### src/rtl/lime_io_bridge.sv
// lime_io_bridge: buffered I/O stage between external valid/ready streams and
// the processor's main_input/main_output pair.
//  - Input FIFO: external producer -> first-word fall-through head on proc_input.
//  - Output FIFO: processor write strobes -> external consumer.
// Optional build macro LIME_IO_ERRFLAGS_EN enables sticky underrun/overrun
// flags; when undefined both flag outputs are tied to 0.
module lime_io_bridge #(
  parameter int WIDTH     = 16,
  parameter int IN_DEPTH  = 4,
  parameter int OUT_DEPTH = 4
) (
  input  logic                          CLK,
  input  logic                          reset,
  input  logic [WIDTH-1:0]              ext_in_data,
  input  logic                          ext_in_valid,
  output logic                          ext_in_ready,
  output logic [WIDTH-1:0]              proc_input,
  output logic                          proc_in_avail,
  input  logic                          proc_in_rd,
  input  logic [WIDTH-1:0]              proc_output,
  input  logic                          proc_out_wr,
  output logic                          proc_out_full,
  output logic [WIDTH-1:0]              ext_out_data,
  output logic                          ext_out_valid,
  input  logic                          ext_out_ready,
  output logic [$clog2(IN_DEPTH):0]     in_count,
  output logic [$clog2(OUT_DEPTH):0]    out_count,
  output logic                          err_in_underrun,
  output logic                          err_out_overrun
);

  localparam int IN_AW  = $clog2(IN_DEPTH);
  localparam int OUT_AW = $clog2(OUT_DEPTH);
  localparam logic [IN_AW:0]  IN_FULL  = (IN_AW + 1)'(IN_DEPTH);
  localparam logic [OUT_AW:0] OUT_FULL = (OUT_AW + 1)'(OUT_DEPTH);

  // ---------------------------------------------------------------------------
  // Input FIFO
  // ---------------------------------------------------------------------------
  logic [WIDTH-1:0] in_mem [IN_DEPTH];
  logic [IN_AW-1:0] in_wr_ptr_q, in_wr_ptr_d;
  logic [IN_AW-1:0] in_rd_ptr_q, in_rd_ptr_d;
  logic [IN_AW:0]   in_count_q,  in_count_d;
  logic             in_push, in_pop;

  // Flow-control flags come from the registered count only, so there is no
  // combinational path from proc_in_rd to ext_in_ready.
  assign ext_in_ready  = (in_count_q != IN_FULL);
  assign proc_in_avail = (in_count_q != '0);
  assign proc_input    = proc_in_avail ? in_mem[in_rd_ptr_q] : '0;
  assign in_count      = in_count_q;

  // Next-state for input pointers and occupancy.
  always_comb begin
    // NOTE: every variable gets a default first so no path leaves it unassigned
    // and no latch is inferred.
    in_push     = ext_in_valid & ext_in_ready;
    in_pop      = proc_in_rd & proc_in_avail;
    in_wr_ptr_d = in_wr_ptr_q;
    in_rd_ptr_d = in_rd_ptr_q;
    in_count_d  = in_count_q;
    if (in_push) in_wr_ptr_d = in_wr_ptr_q + IN_AW'(1);
    if (in_pop)  in_rd_ptr_d = in_rd_ptr_q + IN_AW'(1);
    case ({in_push, in_pop})
      2'b10:   in_count_d = in_count_q + (IN_AW + 1)'(1);
      2'b01:   in_count_d = in_count_q - (IN_AW + 1)'(1);
      default: in_count_d = in_count_q;
    endcase
  end

  // Input-side state registers; reset wins over any push or pop.
  always_ff @(posedge CLK) begin
    // NOTE: sequential state uses non-blocking assignments so every flop
    // samples the pre-edge values regardless of statement order.
    if (reset) begin
      in_wr_ptr_q <= '0;
      in_rd_ptr_q <= '0;
      in_count_q  <= '0;
    end else begin
      in_wr_ptr_q <= in_wr_ptr_d;
      in_rd_ptr_q <= in_rd_ptr_d;
      in_count_q  <= in_count_d;
    end
  end

  // Input storage write port.
  always_ff @(posedge CLK) begin
    // NOTE: the storage array is deliberately not reset; the count gates every
    // read, so stale contents are never visible and the array maps onto plain
    // RAM/register cells without reset logic.
    if (!reset && in_push) in_mem[in_wr_ptr_q] <= ext_in_data;
  end

  // ---------------------------------------------------------------------------
  // Output FIFO
  // ---------------------------------------------------------------------------
  logic [WIDTH-1:0]  out_mem [OUT_DEPTH];
  logic [OUT_AW-1:0] out_wr_ptr_q, out_wr_ptr_d;
  logic [OUT_AW-1:0] out_rd_ptr_q, out_rd_ptr_d;
  logic [OUT_AW:0]   out_count_q,  out_count_d;
  logic              out_push, out_pop;

  assign proc_out_full = (out_count_q == OUT_FULL);
  assign ext_out_valid = (out_count_q != '0);
  assign ext_out_data  = ext_out_valid ? out_mem[out_rd_ptr_q] : '0;
  assign out_count     = out_count_q;

  // Next-state for output pointers and occupancy.
  always_comb begin
    out_push     = proc_out_wr & ~proc_out_full;
    out_pop      = ext_out_valid & ext_out_ready;
    out_wr_ptr_d = out_wr_ptr_q;
    out_rd_ptr_d = out_rd_ptr_q;
    out_count_d  = out_count_q;
    if (out_push) out_wr_ptr_d = out_wr_ptr_q + OUT_AW'(1);
    if (out_pop)  out_rd_ptr_d = out_rd_ptr_q + OUT_AW'(1);
    case ({out_push, out_pop})
      2'b10:   out_count_d = out_count_q + (OUT_AW + 1)'(1);
      2'b01:   out_count_d = out_count_q - (OUT_AW + 1)'(1);
      default: out_count_d = out_count_q;
    endcase
  end

  // Output-side state registers; reset wins over any push or pop.
  always_ff @(posedge CLK) begin
    if (reset) begin
      out_wr_ptr_q <= '0;
      out_rd_ptr_q <= '0;
      out_count_q  <= '0;
    end else begin
      out_wr_ptr_q <= out_wr_ptr_d;
      out_rd_ptr_q <= out_rd_ptr_d;
      out_count_q  <= out_count_d;
    end
  end

  // Output storage write port.
  always_ff @(posedge CLK) begin
    if (!reset && out_push) out_mem[out_wr_ptr_q] <= proc_output;
  end

  // ---------------------------------------------------------------------------
  // Sticky error flags
  // ---------------------------------------------------------------------------
`ifdef LIME_IO_ERRFLAGS_EN
  logic err_in_underrun_q, err_in_underrun_d;
  logic err_out_overrun_q, err_out_overrun_d;

  // Flags latch on any read while empty / write while full.
  always_comb begin
    err_in_underrun_d = err_in_underrun_q | (proc_in_rd & ~proc_in_avail);
    err_out_overrun_d = err_out_overrun_q | (proc_out_wr & proc_out_full);
  end

  // Flags clear only on reset.
  always_ff @(posedge CLK) begin
    if (reset) begin
      err_in_underrun_q <= 1'b0;
      err_out_overrun_q <= 1'b0;
    end else begin
      err_in_underrun_q <= err_in_underrun_d;
      err_out_overrun_q <= err_out_overrun_d;
    end
  end

  assign err_in_underrun = err_in_underrun_q;
  assign err_out_overrun = err_out_overrun_q;
`else
  assign err_in_underrun = 1'b0;
  assign err_out_overrun = 1'b0;
`endif

endmodule

### config.mk
export PLATFORM = sky130hd
export DESIGN_NAME = lime_io_bridge
export DESIGN_NICKNAME = d
export VERILOG_FILES = /design/src/rtl/lime_io_bridge.sv
export SDC_FILE = /design/constraint.sdc
export NUM_CORES = 1
export LEC_CHECK = 0
export CAP_MARGIN = 10
export CORE_AREA = 2 2 90 113
export CTS_BUF_LIST = sky130_fd_sc_hd__clkbuf_4 sky130_fd_sc_hd__clkbuf_8 sky130_fd_sc_hd__clkbuf_16
export CTS_CLUSTER_DIAMETER = 80
export CTS_CLUSTER_SIZE = 28
export DETAILED_ROUTE_END_ITERATION = 8
export DIE_AREA = 0 0 92 115
export DONT_BUFFER_PORTS = 1
export PLACE_DENSITY = 0.78
export SLEW_MARGIN = 25
export SYNTH_ARGS = -nofsm -noshare
export SYNTH_HDL_FRONTEND = slang
export SYNTH_SLANG_ARGS = --single-unit
### constraint.sdc
create_clock -name CLK -period 2.7 [get_ports CLK]
set_input_delay 0.27 -clock CLK [delete_from_list [all_inputs] [get_ports CLK]]
set_output_delay 0.27 -clock CLK [all_outputs]
set_load 0.1 [all_outputs]
==> reports/results.ini, run 1 <==
[run_status]
outcome = complete, no violations

[sta]
hold_violations = 0
rsz0062_at_grt = false
fin_ws_ns = 0.2746
drv_slew = 0
maxSlewHeadroom_pct = 56.00
setup_viol_count_final = 0
worst_pin_slew_ns = 0.6579
period_needed_ns = 2.425
max_freq_mhz = 412.3
fin_worst_skew_ns = 0.007669
fin_crit_sh_pct = 89.83

[cells_and_area]
antenna_cells = 0
regArea_sq_um = 4217
area_growth_pct = 26.72
layout-drive-gt1-share_pct = 40.28
fillers = 527
nets = 460
fin_cells = 548
multi_input_area_sq_um = 1623

[logic_synthesis]
ys_types = 27
synth-main-ff-cell = edfxtp_1
syn_inst = 315
yosys_register_bits = 146
synth_area_sq_um = 5831
synthArstFlopShare_pct = 0
yosys_warnings = 0
syn_area_per_cell_sq_um = 18.51
yosysSeqAreaShare_pct = 72.10
synth-edff-count = 128

[cts]
cts-resized-gates = 0
clk_latency_ns = 0.41
clk_pin_slew_ns = 0.06
cts_max_level = 4
cts_setup_buffers = 0
cts_tree = done
ctsHoldBuffers = 33
root_buffer = clkbuf_16
clk_path_buf_depth = 2
numCtsBuffers = 17
clkSinkCount = 146

[floorplanning]
fp.dieH_um = 115
ioPinCount = 82
fp-row-count = 40
start_util_pct = 61.32
die_w_um = 92
die-area_sq_um = 10580
core_sq_um = 9509

[place]
port_buffers = 0
place_hpwl_mm = 6.338
gp_congestion = 0.7714
dp_cells = 484
post-place-ws_ns = 0.3899

[route]
drtPass1Iterations = 4
ant_nets = 0
wl_per_cell_um = 19.42
dr_total_vias = 3017
drt_wl_total_mm = 10.64
drc = 0
drt_iter0_drc = 142
avgViaCountPerCell = 5.505

[grt]
grt_pass1_vias = 3195
grt_usage_pct = 21.63
antenna_found_initial = 0
overflow = 0
grt_max_degree = 20
grt_pass1_wl_mm = 16.66

[critical_path]
worstPathMaxFanout = 6
critPathArrivalTime_ns = 2.75
start_kind = flop
critical_path.endpoint_type = flop
required_ns = 3.02
crit_type = flop to flop

[run]
drv_cap = 0

[hold_path]
hold_class = input pin to flop

==> worst paths after layout <==
kind	start	end	slack, ns	depth (start not counted)
hold / removal	reset	in_wr_ptr_q[1]	0.04	2
setup / recovery	in_count[1]	in_count[2]	0.27	9
setup reg to reg	in_count[1]	in_count[2]	0.27	9
hold reg to reg	out_rd_ptr_q[1]	out_rd_ptr_q[1]	0.50	2
==> cell families after synthesis <==
family | after synthesis | synth area share [%]
AOI/OAI and AO/OA | 14 | 1.287
adders and majority gates | 12 | 2.833
xor gates and xnor gates | 6 | 0.9013
other | 1 | 0.06432
muxes | 35 | 12.96
buffers and inverters | 32 | 2.597
DFF | 146 | 72.10
and+or+nand+nor | 69 | 7.253
==> final cells by class <==
type | instances | area share (%)
Timing Repair Buffer | 91 | 10.36
Tap cell | 126 | 2.134
Clock buffer | 17 | 5.758
Clock inverter | 14 | 1.897
Sequential cell | 146 | 57.07
Multi-Input combinational cell | 138 | 21.96
Inverter | 16 | 0.8129
==> flip-flops by register name, indices dropped and copies added (netlist names), named ones only <==
name          count
in_count          3
out_mem          64
in_wr_ptr_q       2
out_count         3
in_rd_ptr_q       2
out_rd_ptr_q      2
out_wr_ptr_q      2
in_mem           64
==> stage by stage <==
stage                     utilization [%]  TNS (ns)  hold WS (ns)  area (sq um)
final                               77.70         0       0.04058          7388
after global routing                77.70         0       0.04268          7388
after CTS                           77.70         0       0.02010          7388
after detailed placement            68.28         0        0.3347          6492
after global placement              68.28         0        0.3322          6492
after floorplan                         -   -0.4834        0.3689          5949
==> layer usage <==
metal	up-vias	routed length, um	GRT usage [%]
li1	1384	-	-
met1	1517	4173	24.60
met2	104	5782	37.99
met3	12	574	7.208
met4	0	113	8.756
met5	-	0	0
==> critical path: stages, from the launching register on <==
cell and delay (ns):
dfxtp_2 0.35, or3b_4 0.40, and2_4 0.16, inv_2 0.12, ha_1 0.20, inv_1 0.08, fa_1 0.40, xor2_1 0.17
or3_1 0.30, a21oi_1 0.16
==> synthesized netlist by cell type, types with 3 or more instances <==
| library cell | n | area [sq um] |
|---|---|---|
| a21oi_1 | 7 | 35.03 |
| inv_1 | 16 | 60.06 |
| buf_4 | 3 | 22.52 |
| nor3b_1 | 9 | 67.56 |
| ha_1 | 10 | 125.1 |
| buf_2 | 4 | 20.02 |
| edfxtp_1 | 128 | 3844 |
| or3_1 | 5 | 31.28 |
| nor2_1 | 12 | 45.04 |
| nor2b_1 | 30 | 187.7 |
| mux4_2 | 32 | 720.7 |
| o21ai_0 | 5 | 25.02 |
| nand2b_1 | 5 | 31.28 |
| clkbuf_1 | 7 | 26.28 |
| xor2_1 | 6 | 52.55 |
| dfxtp_1 | 18 | 360.4 |
==> layout by cell type, fill, tap and decap left out, drive strengths merged, types with 7 or more instances in the layout <==
master	instances
nor2b	30
clkbuf	17
nor2	12
inv	18
a21oi	7
dfxtp	18
mux4	32
edfxtp	128
buf	58
dlygate4sd3	33
ha	10
nor3b	9
Power of run 1 is left out: the tool's default activity adds up to more than one toggle a clock period on the data nets, which glitch-free logic cannot reach.
==> inputs of run 2 (changes only) <==
- ABC_AREA: unset -> 1
- CORE_AREA: 2 2 90 113 -> 2 2 78 135
- DIE_AREA: 0 0 92 115 -> 0 0 80 137
- SKIP_LAST_GASP: unset -> 1
==> reports/results.ini, run 2 <==
[critical_path]
cp_cell_sequence = buf_4, nor2_1, nor2_1, o21ai_0, a21oi_2, buf_12  ; was or3b_4, and2_4, inv_2, ha_1, inv_1, fa_1, xor2_1, or3_1, a21oi_1
crit_slowest_cell = dfxtp_1  ; was or3b_4
critical_path.endpoint_type = output port  ; was flop
reg2reg_from = in_count[2]  ; was in_count[1]
worstPathMaxFanout = 22  ; was 6
start_kind = flop  ; unchanged
crit_top_cell = nor2_1
crit_buf_inv = 2  ; unchanged
cp_top_family = flip-flops  ; was simple AND/OR/NAND/NOR gates
required_ns = 2.43  ; was 3.02 ns
r2r-end = in_count[2]  ; unchanged
crit_type = flop to output port  ; was flop to flop
reg2regPathDepth = 13  ; was 9
critPathArrivalTime_ns = 2.13  ; was 2.75 ns
critPathMaxStageDelay_ns = 0.57  ; was 0.40 ns
r2r_slack_ns = 0.87  ; was 0.27 ns

[cells_and_area]
largestRegisters = in_mem: 64 flops, out_mem: 64 flops  ; unchanged
fillers = 530  ; was 527
layout-drive-gt1-share_pct = 21.19  ; was 40.28%
area_growth_pct = 32.32  ; was 26.72%
nets = 661  ; was 460
antenna_cells = 0  ; unchanged
mostFrequentLayoutCells = nor2_1, edfxtp_1, o21ai_1, inv_1, dlygate4sd3_1  ; was edfxtp_1, buf_4, dlygate4sd3_1, mux4_2, nor2b_2
final_common_cell = nor2_1  ; was edfxtp_1

[logic_synthesis]
yosysSeqAreaShare_pct = 69.34  ; was 72.10%
synth_area_sq_um = 6063  ; was 5831 sq um
synth-edff-count = 128  ; unchanged
syn_inst = 529  ; was 315
post-synth-top-count-cell = nor2_1  ; was edfxtp_1
ys_types = 22  ; was 27
yosysTopAreaCell = edfxtp_1  ; unchanged
yosys.area.top_type_share_pct = 63.39  ; was 65.92%
yosys-top-cells-count = nor2_1, edfxtp_1, o21ai_1  ; was edfxtp_1, mux4_2, nor2b_1
syn_area_per_cell_sq_um = 11.46  ; was 18.51 sq um
synth_area_leaders = edfxtp_1, nor2_1, dfxtp_1  ; was edfxtp_1, mux4_2, dfxtp_1
synthArstFlopShare_pct = 0  ; unchanged
yosys_register_bits = 146  ; unchanged
yosys_warnings = 0  ; unchanged
synth-main-ff-cell = edfxtp_1  ; unchanged

[sta]
setup_viol_count_final = 0  ; unchanged
fin_crit_sh_pct = 88.90  ; was 89.83%
maxSlewHeadroom_pct = 45.85  ; was 56.00%
period_needed_ns = 2.400  ; was 2.425 ns
fin_ws_ns = 0.2996  ; was 0.2746 ns
drv_slew = 0  ; unchanged
worst_pin_slew_ns = 0.8111  ; was 0.6579 ns
hold_violations = 0  ; unchanged
fin_worst_skew_ns = 0.007895  ; was 0.007669 ns
rsz0062_at_grt = false  ; unchanged
max_freq_mhz = 416.6  ; was 412.3 MHz

[grt]
use_met1_pct = 24.91  ; was 24.60%
met3_usage_pct = 7.520  ; was 7.208%
grt_pass1_vias = 4282  ; was 3195
grtUsageMet2_pct = 47.73  ; was 37.99%
antenna_found_initial = 0  ; unchanged
grt_max_degree = 33  ; was 20
gr-max-usage-layer = met2  ; unchanged
overflow = 0  ; unchanged
grt_usage_pct = 25.19  ; was 21.63%
grt_pass1_wl_mm = 20.29  ; was 16.66 mm

[route]
ant_nets = 0  ; unchanged
drt_wl_total_mm = 13.04  ; was 10.64 mm
avgViaCountPerCell = 5.536  ; was 5.505
dr_total_vias = 4141  ; was 3017
drt_iter0_drc = 256  ; was 142
wl_per_cell_um = 17.43  ; was 19.42 um
drtPass1Iterations = 5  ; was 4
drc = 0  ; unchanged

[place]
place_hpwl_mm = 8.024  ; was 6.338 mm
gp_congestion = 0.7759  ; was 0.7714
port_buffers = 0  ; unchanged
post-place-ws_ns = 0.8018  ; was 0.3899 ns

[cts]
root_buffer = clkbuf_16  ; unchanged
cts_setup_buffers = 0  ; unchanged
cts_tree = done  ; unchanged
clk_pin_slew_ns = 0.05  ; was 0.06 ns
clk_latency_ns = 0.41  ; about the same
cts_max_level = 4  ; unchanged
numCtsBuffers = 17  ; unchanged
clkSinkCount = 146  ; unchanged
clk_path_buf_depth = 2  ; unchanged

[floorplanning]
start_util_pct = 61.56  ; was 61.32%
fp.dieH_um = 137  ; was 115 um
ioPinCount = 82  ; unchanged
fp-row-count = 48  ; was 40
die-area_sq_um = 10960  ; was 10580 sq um
die_w_um = 80  ; was 92 um
core_sq_um = 9849  ; was 9509 sq um

[hold_path]
hold_class = input pin to flop  ; unchanged
hold_depth = 2  ; unchanged
min_from = proc_out_wr  ; was reset
min_to = out_wr_ptr_q[1]  ; was in_wr_ptr_q[1]

[run_status]
outcome = complete, no violations  ; unchanged

[run]
drv_cap = 0  ; unchanged

-- run 2: cell types whose count changed after synthesis, moves of 7 or more --
cell | before | now
nor2_1 | 12 | 151
o21ai_1 | 0 | 49
a21oi_1 | 7 | 40
mux4_2 | 32 | 0
nor2b_1 | 30 | 0
nand2_1 | 2 | 27
inv_1 | 16 | 35
o21ai_0 | 5 | 19
buf_6 | 2 | 12
nor3b_1 | 9 | 0
nand3_1 | 0 | 8
clkbuf_1 | 7 | 0
-- run 2: how the worst max path moves through the flow --
stage,from,end,cells after the start
after floorplan,out_count[0],out_mem[0][0],6
after global placement,flop,ext_out_data[8],6
after detailed placement,flop,ext_out_data[6],6
after CTS,flop,ext_out_data[6],6
after global routing,flop,ext_out_data[1],6
final,flop,ext_out_data[1],6
-- run 2: metrics by stage --
step                      hold WS, ns  cell area, sq um  std cells  util, %  TNS (ns)
after floorplan                0.3480              6390        530        -    -1.350
after global placement         0.3528              7139        684    72.48         0
after detailed placement       0.3586              7139        684    72.48         0
after CTS                     0.02563              8023        748    81.45         0
after global routing          0.03661              8023        748    81.45         0
final                         0.03283              8023        748    81.45         0
-- run 2: timing repair --
| action | CTS | global route |
|---|---|---|
| setup endpoints to repair | 0 | 0 |
| resized for setup | 0 | 0 |
| endpoints found under the hold margin | 132 | 0 |
| hold buffers | 33 | 0 |
-- run 2: area by class of cell --
type	count	area [sq um]	area share (%)
Sequential cell	146	4212	52.50
Tap cell	125	156.4	1.949
Multi-Input combinational cell	318	1807	22.52
Timing Repair Buffer	87	1136	14.16
Clock inverter	13	120.1	1.497
Inverter	41	158.9	1.981
Clock buffer	18	432.9	5.396
-- run 2: logic make-up after synthesis --
group | Yosys count | synth area share [%]
AND/OR/NAND/NOR | 195 | 12.65
flip-flops | 146 | 69.34
AO/OA/AOI/OAI | 109 | 9.100
buffers and inverters | 66 | 6.129
adder cells (fa/ha/maj) | 12 | 2.724
other | 1 | 0.06185
-- run 2: layer usage --
layer / wire (um) / share of wire, %
met1: 4395 / 34
met4: 201 / 1.5
met3: 716 / 5.5
met5: 0 / 0
met2: 7725 / 59
Power of run 2 is left out for the same reason.
==> inputs of run 3 (changes only) <==
- CORE_AREA: 2 2 78 135 -> 2 2 77 133
- CTS_BUF_LIST: sky130_fd_sc_hd__clkbuf_4 sky130_fd_sc_hd__clkbuf_8 sky130_fd_sc_hd__clkbuf_16 -> sky130_fd_sc_hd__clkbuf_4
- DIE_AREA: 0 0 80 137 -> 0 0 79 135
- GPL_ROUTABILITY_DRIVEN: unset -> 0
- MAX_ROUTING_LAYER: unset -> met4
- PLACE_DENSITY: 0.78 -> 0.8
==> reports/results.ini, run 3 (synthesized netlist as in run 2, its figures left out) <==
[critical_path]
reg2regPathDepth = 14  ; was 13
crit_slowest_cell = dfxtp_1  ; unchanged
crit_cells = 6  ; unchanged
crit_buf_inv = 2  ; unchanged
crit_top_cell = nor2_1  ; unchanged
crit_type = flop to output port  ; unchanged
worstPathMaxFanout = 26  ; was 22
required_ns = 2.43  ; about the same
critical_path.endpoint_type = output port  ; unchanged
cp_cell_sequence = buf_4, nor2_1, nor2_1, o21ai_0, a21oi_4, buf_12  ; was buf_4, nor2_1, nor2_1, o21ai_0, a21oi_2, buf_12
critPathArrivalTime_ns = 2.19  ; was 2.13 ns
critPathMaxStageDelay_ns = 0.49  ; was 0.57 ns
reg2reg_from = out_count[0]  ; was in_count[2]
cp_top_family = buffers and inverters  ; was flip-flops
start_kind = flop  ; unchanged

[place]
post-place-ws_ns = 0.7313  ; was 0.8018 ns
port_buffers = 0  ; unchanged
place_hpwl_mm = 8.234  ; was 8.024 mm

[sta]
fin_worst_skew_ns = 0.01912  ; was 0.007895 ns
setup_viol_count_final = 0  ; unchanged
maxSlewHeadroom_pct = 45.15  ; was 45.85%
fin_ws_ns = 0.2403  ; was 0.2996 ns
rsz0062_at_grt = false  ; unchanged
hold_violations = 0  ; unchanged
max_freq_mhz = 406.6  ; was 416.6 MHz
period_needed_ns = 2.460  ; was 2.400 ns
fin_crit_sh_pct = 91.10  ; was 88.90%
holdWs_ns = 0.05101  ; was 0.03283 ns
setup_tns_ns = 0  ; unchanged
worst_pin_slew_ns = 0.8216  ; was 0.8111 ns
drv_slew = 0  ; unchanged

[grt]
antenna_found_initial = 1  ; was 0
overflow = 0  ; unchanged
grt_usage_pct = 26.52  ; was 25.19%
grt_pass1_wl_mm = 20.35  ; was 20.29 mm
grt_pass1_vias = 4250  ; was 4282
grt_max_degree = 33  ; unchanged

[cts]
clkSinkCount = 146  ; unchanged
numCtsBuffers = 17  ; unchanged
cts_setup_buffers = 0  ; unchanged
clk_pin_slew_ns = 0.11  ; was 0.05 ns
cts_max_level = 4  ; unchanged
cts_tree = done  ; unchanged
root_buffer = clkbuf_4  ; was clkbuf_16
clk_path_buf_depth = 2  ; unchanged
clk_latency_ns = 0.52  ; was 0.41 ns

[cells_and_area]
largestRegisters = in_mem: 64 flops, out_mem: 64 flops  ; unchanged
layout-drive-gt1-share_pct = 21.82  ; was 21.19%
mostFrequentLayoutCells = nor2_1, edfxtp_1, o21ai_1, dlygate4sd3_1, inv_1  ; was nor2_1, edfxtp_1, o21ai_1, inv_1, dlygate4sd3_1
area_growth_pct = 29.53  ; was 32.32%
nets = 665  ; was 661
final_common_cell = nor2_1  ; unchanged
final_util_pct = 82.44  ; was 81.45%

[route]
dr.max_layer_used = met4  ; unchanged
ant_nets = 0  ; unchanged
drt_wl_total_mm = 13.05  ; was 13.04 mm
wl_met3_um = 633  ; was 716 um
avgViaCountPerCell = 5.514  ; was 5.536
dr_total_vias = 4141  ; unchanged
drtPass1Iterations = 4  ; was 5
wl_met2_mm = 7.754  ; was 7.725 mm
wl_per_cell_um = 17.37  ; was 17.43 um
drt_iter0_drc = 263  ; was 256
met1_length_mm = 4.455  ; was 4.395 mm
drc = 0  ; unchanged

[hold_path]
hold_depth = 4  ; was 2
hold_class = input pin to flop  ; unchanged
min_from = proc_in_rd  ; was proc_out_wr

[floorplanning]
ioPinCount = 82  ; unchanged
die-area_sq_um = 10670  ; was 10960 sq um
die_w_um = 79  ; was 80 um
core_sq_um = 9527  ; was 9849 sq um
fp.dieH_um = 135  ; was 137 um
fp-row-count = 47  ; was 48
start_util_pct = 63.65  ; was 61.56%

[run]
drv_cap = 0  ; unchanged

[run_status]
outcome = complete, no violations  ; unchanged

-- run 3: cell types whose count changed in the layout (fill, tap and decap cells not counted), sizes merged --
| cell | change |
|---|---|
| dlygate4sd3 | +5 |
| bufinv | +3 |
| clkinvlp | -3 |
| clkbuf | +2 |
| buf | -1 |
| clkinv | -1 |
| diode | +1 |
-- run 3: path summary, 6_finish.rpt --
| kind | to | slack [ns] |
|---|---|---|
| worst min register to register | flop | 0.54 |
| worst max-delay path | proc_input[0] | 0.24 |
| worst max register to register | out_count[2] | 0.79 |
| worst min-delay path | in_rd_ptr_q[0] | 0.05 |
-- run 3: layout make-up --
cell class / instances / area, sq um
tap: 122 / 152.6
inverter: 41 / 158.9
clock inverter: 12 / 190.2
fill: 491 / 1673
timing repair buffer: 91 / 1179
antenna: 1 / 2.502
clock buffer: 20 / 150.1
multi-input combinational: 318 / 1807
sequential: 146 / 4214
-- run 3: worst min-delay path, cell delays in order --
cell     delay (ns)
nand2_1        0.05
inv_1          0.09
nor2_1         0.06
nor2_1         0.07
-- run 3: what timing repair did --
item / CTS / global route
hold buffers: 38 / 0
endpoints found under the hold margin: 140 / 0
setup endpoints to repair: 0 / 3
resized for setup: 0 / 2
-- run 3: through the flow --
stage / instance area [sq um] / cells
after floorplan: 6390 / 530
after global placement: 7128 / 680
after detailed placement: 7128 / 680
after CTS: 7849 / 750
after global routing: 7854 / 751
final: 7854 / 751
-- run 3: layer usage --
metal | GRT usage [%] | vias up
li1 | - | 1968
met1 | 25.76 | 2017
met2 | 48.78 | 138
met3 | 7.019 | 18
met4 | 10.73 | 0
met5 | - | -
Power of run 3 is left out for the same reason.
==> RTL edit 1, RTL diff (settings of run 1) <==
`OUT_DEPTH`: 4 -> 2.
--- a/src/rtl/lime_io_bridge.sv
+++ b/src/rtl/lime_io_bridge.sv
@@ -7,7 +7,7 @@
 module lime_io_bridge #(
   parameter int WIDTH     = 16,
   parameter int IN_DEPTH  = 4,
-  parameter int OUT_DEPTH = 4
+  parameter int OUT_DEPTH = 2
 ) (
   input  logic                          CLK,
   input  logic                          reset,
Interface: changed (resized out_count); port bits go from 82 to 81. The function was not compared with the original's and may differ.
==> RTL edit 1 against run 1 <==
  * Sequential share of layout area is 1.1 points higher
  * Maximum frequency is 1.5% higher
  * Sequential cell count is 36 lower
  * Utilization is 20 points lower
  * Worst setup slack better by 36 ps
  * Final area is 26% lower
  * Largest cell class unchanged
  * Area after synthesis is 25% lower
  * Routed wire length is 29% lower
  * Hold slack worse by 17 ps
Power is not shown: default switching activity piles up to over one toggle a cycle in this logic, so the estimate is an artifact.
==> RTL edit 1: results (changes against run 1) <==
Run status
  • Status: finished clean

Timing
  • Hold WS: 23.76 ps (-16.82 ps)
  • Final Skew: 5.431 ps (-2.238 ps)

Clocking
  • CTS Hold Buffers Added: 1 (-97%)
  • H-tree depth: 3 (-1)
  • Num CTS Buffers: 9 (-8)
  • Clk_lat worst skew: 340 ps (-70 ps)

Synthesis
  • Commonest cells post-synth: 96 x edfxtp_1, 27 x nor2_1, 17 x mux2i_1
  • Mux share of post-synthesis cell area: 12.53% (-0.43 points)
  • Sequential share of the synthesized area: 72.64% (+0.54 points)
  • Xor/xnor share of the synthesized area: 1.207% (+0.31 points)
  • Post-synthesis compound-gate area fraction: 1.322% (+0.034 points)
  • Top post-synthesis cells by area: edfxtp_1 66%, mux4_2 8.3%, dfxtp_1 6.4%
  • Count of state elements after synthesis: 110 (-25%)
  • Post-Synth Adder-Cell Area: 2.184% (-0.65 points)
  • Post-synth EDFFs: 96 (-25%)
  • Synth unique cells: 30 (+11%)
  • Average instance area after synthesis: 17.21 µm² (-7.0%)

Setup path
  • Critical path arrival: 2650 ps (-100 ps)
  • R2r setup slk: 310 ps (+40 ps)
  • Worst-path maximum fanout: 5 (-1)

Route
  • Met3 WL: 538 µm (-6.3%)
  • Vias: 2,237 (-26%)
  • WL met1: 3063 µm (-27%)
  • WL met2: 3856 µm (-33%)
  • Drt pass-1 iters: 6 (+2)

Final layout
  • Post-route insts no fill: 446 (-19%)
  • Fillers: 736 (+40%)
  • Buffers excl. clock: 62 (-32%)
  • Clock buffer count: 10 (-7)
  • Multi-input gate count: 121 (-12%)
  • Fraction of area in multi-input gates: 22.87% (+0.91 points)
  • Register area: 3172 µm² (-25%)
  • Final net count: 360 (-22%)
  • Share of layout cells above drive strength 1: 40.94% (+0.65 points)
  • Clock-cell share: 6.286% (-1.4 points)
  • Inverters: 11 (-5)

Place
  • Post-Place Cells: 419 (-13%)
  • RD Place Congestion: 0.7258 (-5.9%)
  • Hpwl dp: 5183 µm (-18%)

Global routing
  • GRT Total Usage: 15.12% (-6.5 points)
  • Vias in the first global route: 2,275 (-29%)
  • First-pass GRT wire length: 11,880 µm (-29%)
  • Largest net degree at the start of global routing: 18 (-10%)
## RTL edit 1: final timing paths
kind / from / end / cells past startpoint
setup / recovery: in_count[2] / in_count[2] / 9
hold / removal: ext_in_data[15] / in_mem[0][15] / 0
setup reg to reg: in_count[2] / in_count[2] / 9
hold reg to reg: in_rd_ptr_q[1] / in_rd_ptr_q[1] / 2
## RTL edit 1: worst max-delay path, cell delays in order, from the launching register on
cell     delay, ps
dfxtp_4        340
or3b_4         370
and2_4         180
inv_2          180
ha_1           210
inv_1           60
fa_1           370
xor2_1         150
or3_1          310
a21oi_1        140
## RTL edit 1: metrics by stage
stage	worst slack (ps)	cell area, µm²	setup TNS (ps)
final	310.5	5454	0
after global routing	197.9	5454	0
after CTS	295.9	5354	0
after detailed placement	323.3	5001	0
after global placement	382.5	4989	0
after floorplan	-38.67	4409	-536.0
## RTL edit 1: per-layer routing
metal	up-vias	GRT usage, %
met5	-	0
met2	67	25.44
met3	7	6.029
met4	0	7.463
li1	1058	-
met1	1105	16.81
==> RTL edit 2, RTL diff (config.mk and constraints of run 1) <==
Made on the original files. Put one more register stage on the output `out_count`, with the module's reset. The value now appears one clock later. The other outputs are not delayed to match.
--- a/src/rtl/lime_io_bridge.sv
+++ b/src/rtl/lime_io_bridge.sv
@@ -103,7 +103,13 @@
   assign proc_out_full = (out_count_q == OUT_FULL);
   assign ext_out_valid = (out_count_q != '0);
   assign ext_out_data  = ext_out_valid ? out_mem[out_rd_ptr_q] : '0;
-  assign out_count     = out_count_q;
+  always_ff @(posedge CLK) begin
+    if (reset) begin
+      out_count <= '0;
+    end else begin
+      out_count <= out_count_q;
+    end
+  end
 
   // Next-state for output pointers and occupancy.
   always_comb begin
Function: changed (Yosys sat finds a counterexample within 4 cycles, from zero or initial values and one cycle with reset high).
==> RTL edit 2 against run 1 <==
  * Die area did not move
  * Clock skew fell by 3.0 ps
  * Critical path depth fell by 4
  * Sequential share of layout area rose by 0.17 points
  * Sequential cell count rose by 3
  * Via count rose by 1.5%
  * Area after synthesis rose by 1.3%
  * Hold slack improved by 2.5 ps
  * Global-route usage rose by 0.47 points
  * Worst setup slack improved by 71 ps
  * Final area rose by 0.98%
  * Routed wire length rose by 2.1%
  * Critical path type is now flip-flop to primary output
Power is not shown: default switching activity piles up to over one toggle a cycle in this logic, so the estimate is an artifact.
==> RTL edit 2: results (changes against run 1) <==
Global routing
  • Vias in the first global route: 3,372 (+5.5%)
  • GRT Total Usage: 22.11% (+0.47 points)
  • First-pass GRT wire length: 17,110 µm (+2.7%)

Final layout
  • Final net count: 464 (+0.87%)
  • Share of layout cells above drive strength 1: 39.34% (-0.94 points)
  • Fillers: 535 (+1.5%)

Timing
  • Hold WS: 43.11 ps (+2.524 ps)
  • Final Skew: 4.636 ps (-3.034 ps)
  • Max Clk Rate: 0.4248 GHz (+3.0%)
  • Max-slew headroom: 36.87% (-19 points)

Setup path
  • Critical Path Source: in_count[2]
  • Crit path to: proc_input[0]
  • Slowest stage delay, CP: 550 ps (+150 ps)
  • R2r setup slk: 350 ps (+70 ps)
  • Critical path arrival: 2080 ps (-670 ps)
  • Worst-path maximum fanout: 10 (+4)
  • CP max-delay cell: nor3_4

Run status
  • Status: finished clean

Place
  • Hpwl dp: 6318 µm (-0.32%)
  • Area after DPL: 6543 µm² (+0.77%)
  • Post-Place Cells: 488 (+0.83%)
  • RD Place Congestion: 0.7246 (-6.1%)
  • Pre-CTS setup slack: 363.4 ps (-26.55 ps)

Route
  • Vias: 3,063 (+1.5%)
  • Vias/cell: 5.539 (+0.61%)
  • Initial DRC Count: 167 (+18%)
  • WL final: 10,870 µm (+2.1%)

Synthesis
  • Post-Synth Adder-Cell Area: 2.797% (-0.035 points)
  • Top post-synthesis cells by area: edfxtp_1 65%, mux4_2 12%, dfxtp_1 7.1%
  • Yosys warnings: 0 (unchanged)
  • Post-Syn Instances: 321 (+1.9%)
  • Commonest cells post-synth: 128 x edfxtp_1, 32 x mux4_2, 31 x nor2b_1
  • Xor/xnor share of the synthesized area: 0.8900% (-0.011 points)
  • Post-synthesis compound-gate area fraction: 1.271% (-0.016 points)
  • Synth unique cells: 28 (+3.7%)
  • Mux share of post-synthesis cell area: 12.80% (-0.16 points)
  • Sequential share of the synthesized area: 72.22% (+0.12 points)

Clocking
  • Postcts setup bufs: 0 (unchanged)

Min path
  • Endpoint, Worst Hold: out_wr_ptr_q[1]
[RTL edit 2: cell count changes in the layout (fill, tap and decap cells not counted), moves of 3 or more]
cell / delta
dfxtp_1: +6
clkinvlp_4: -4
inv_6: +4
clkinv_1: -3
inv_8: +3
[RTL edit 2: timing repair]
item                      in CTS  in global routing
hold endpoints to repair     146                  0
resized for setup              0                  0
hold buffers                  33                  0
[RTL edit 2: cell families (layout without fill, tap and decap cells)]
logic type / after synthesis / count (layout)
buffers and inverters: 32 / 137
DFF: 149 / 149
other: 1 / 2
muxes: 35 / 35
and+or+nand+nor: 72 / 72
AOI/OAI and AO/OA: 14 / 14
xor gates and xnor gates: 6 / 6
adders and majority gates: 12 / 12
[RTL edit 2: through the flow]
stage	setup TNS, ps	util, %
after floorplan	-149.4	-
after global placement	0	68.80
after detailed placement	0	68.80
after CTS	0	78.46
after global routing	0	78.46
final	0	78.46
[RTL edit 2: critical path: cells and delay by family, from the launching register on]
kind / cells / cell delay (ps)
buffers and inverters: 3 / 730
and+or+nand+nor: 2 / 600
DFF: 1 / 340
[RTL edit 2: layer usage]
metal,part of all wire [%],routed length (µm),global-route usage (%)
met4,1.6,172,9.254
met1,37,4013,24.36
met3,4.7,507,6.029
met5,0,0,0
met2,57,6176,40.49
[RTL edit 2: final cells by class]
| cell class | count | share of cell area [%] |
|---|---|---|
| clock buffers | 17 | 5.702 |
| clock inverters | 15 | 2.180 |
| inverters | 16 | 0.8050 |
| multi-input cells | 141 | 21.90 |
| flip-flops and latches | 149 | 57.24 |
| well taps | 126 | 2.113 |
| repair buffers | 89 | 10.06 |
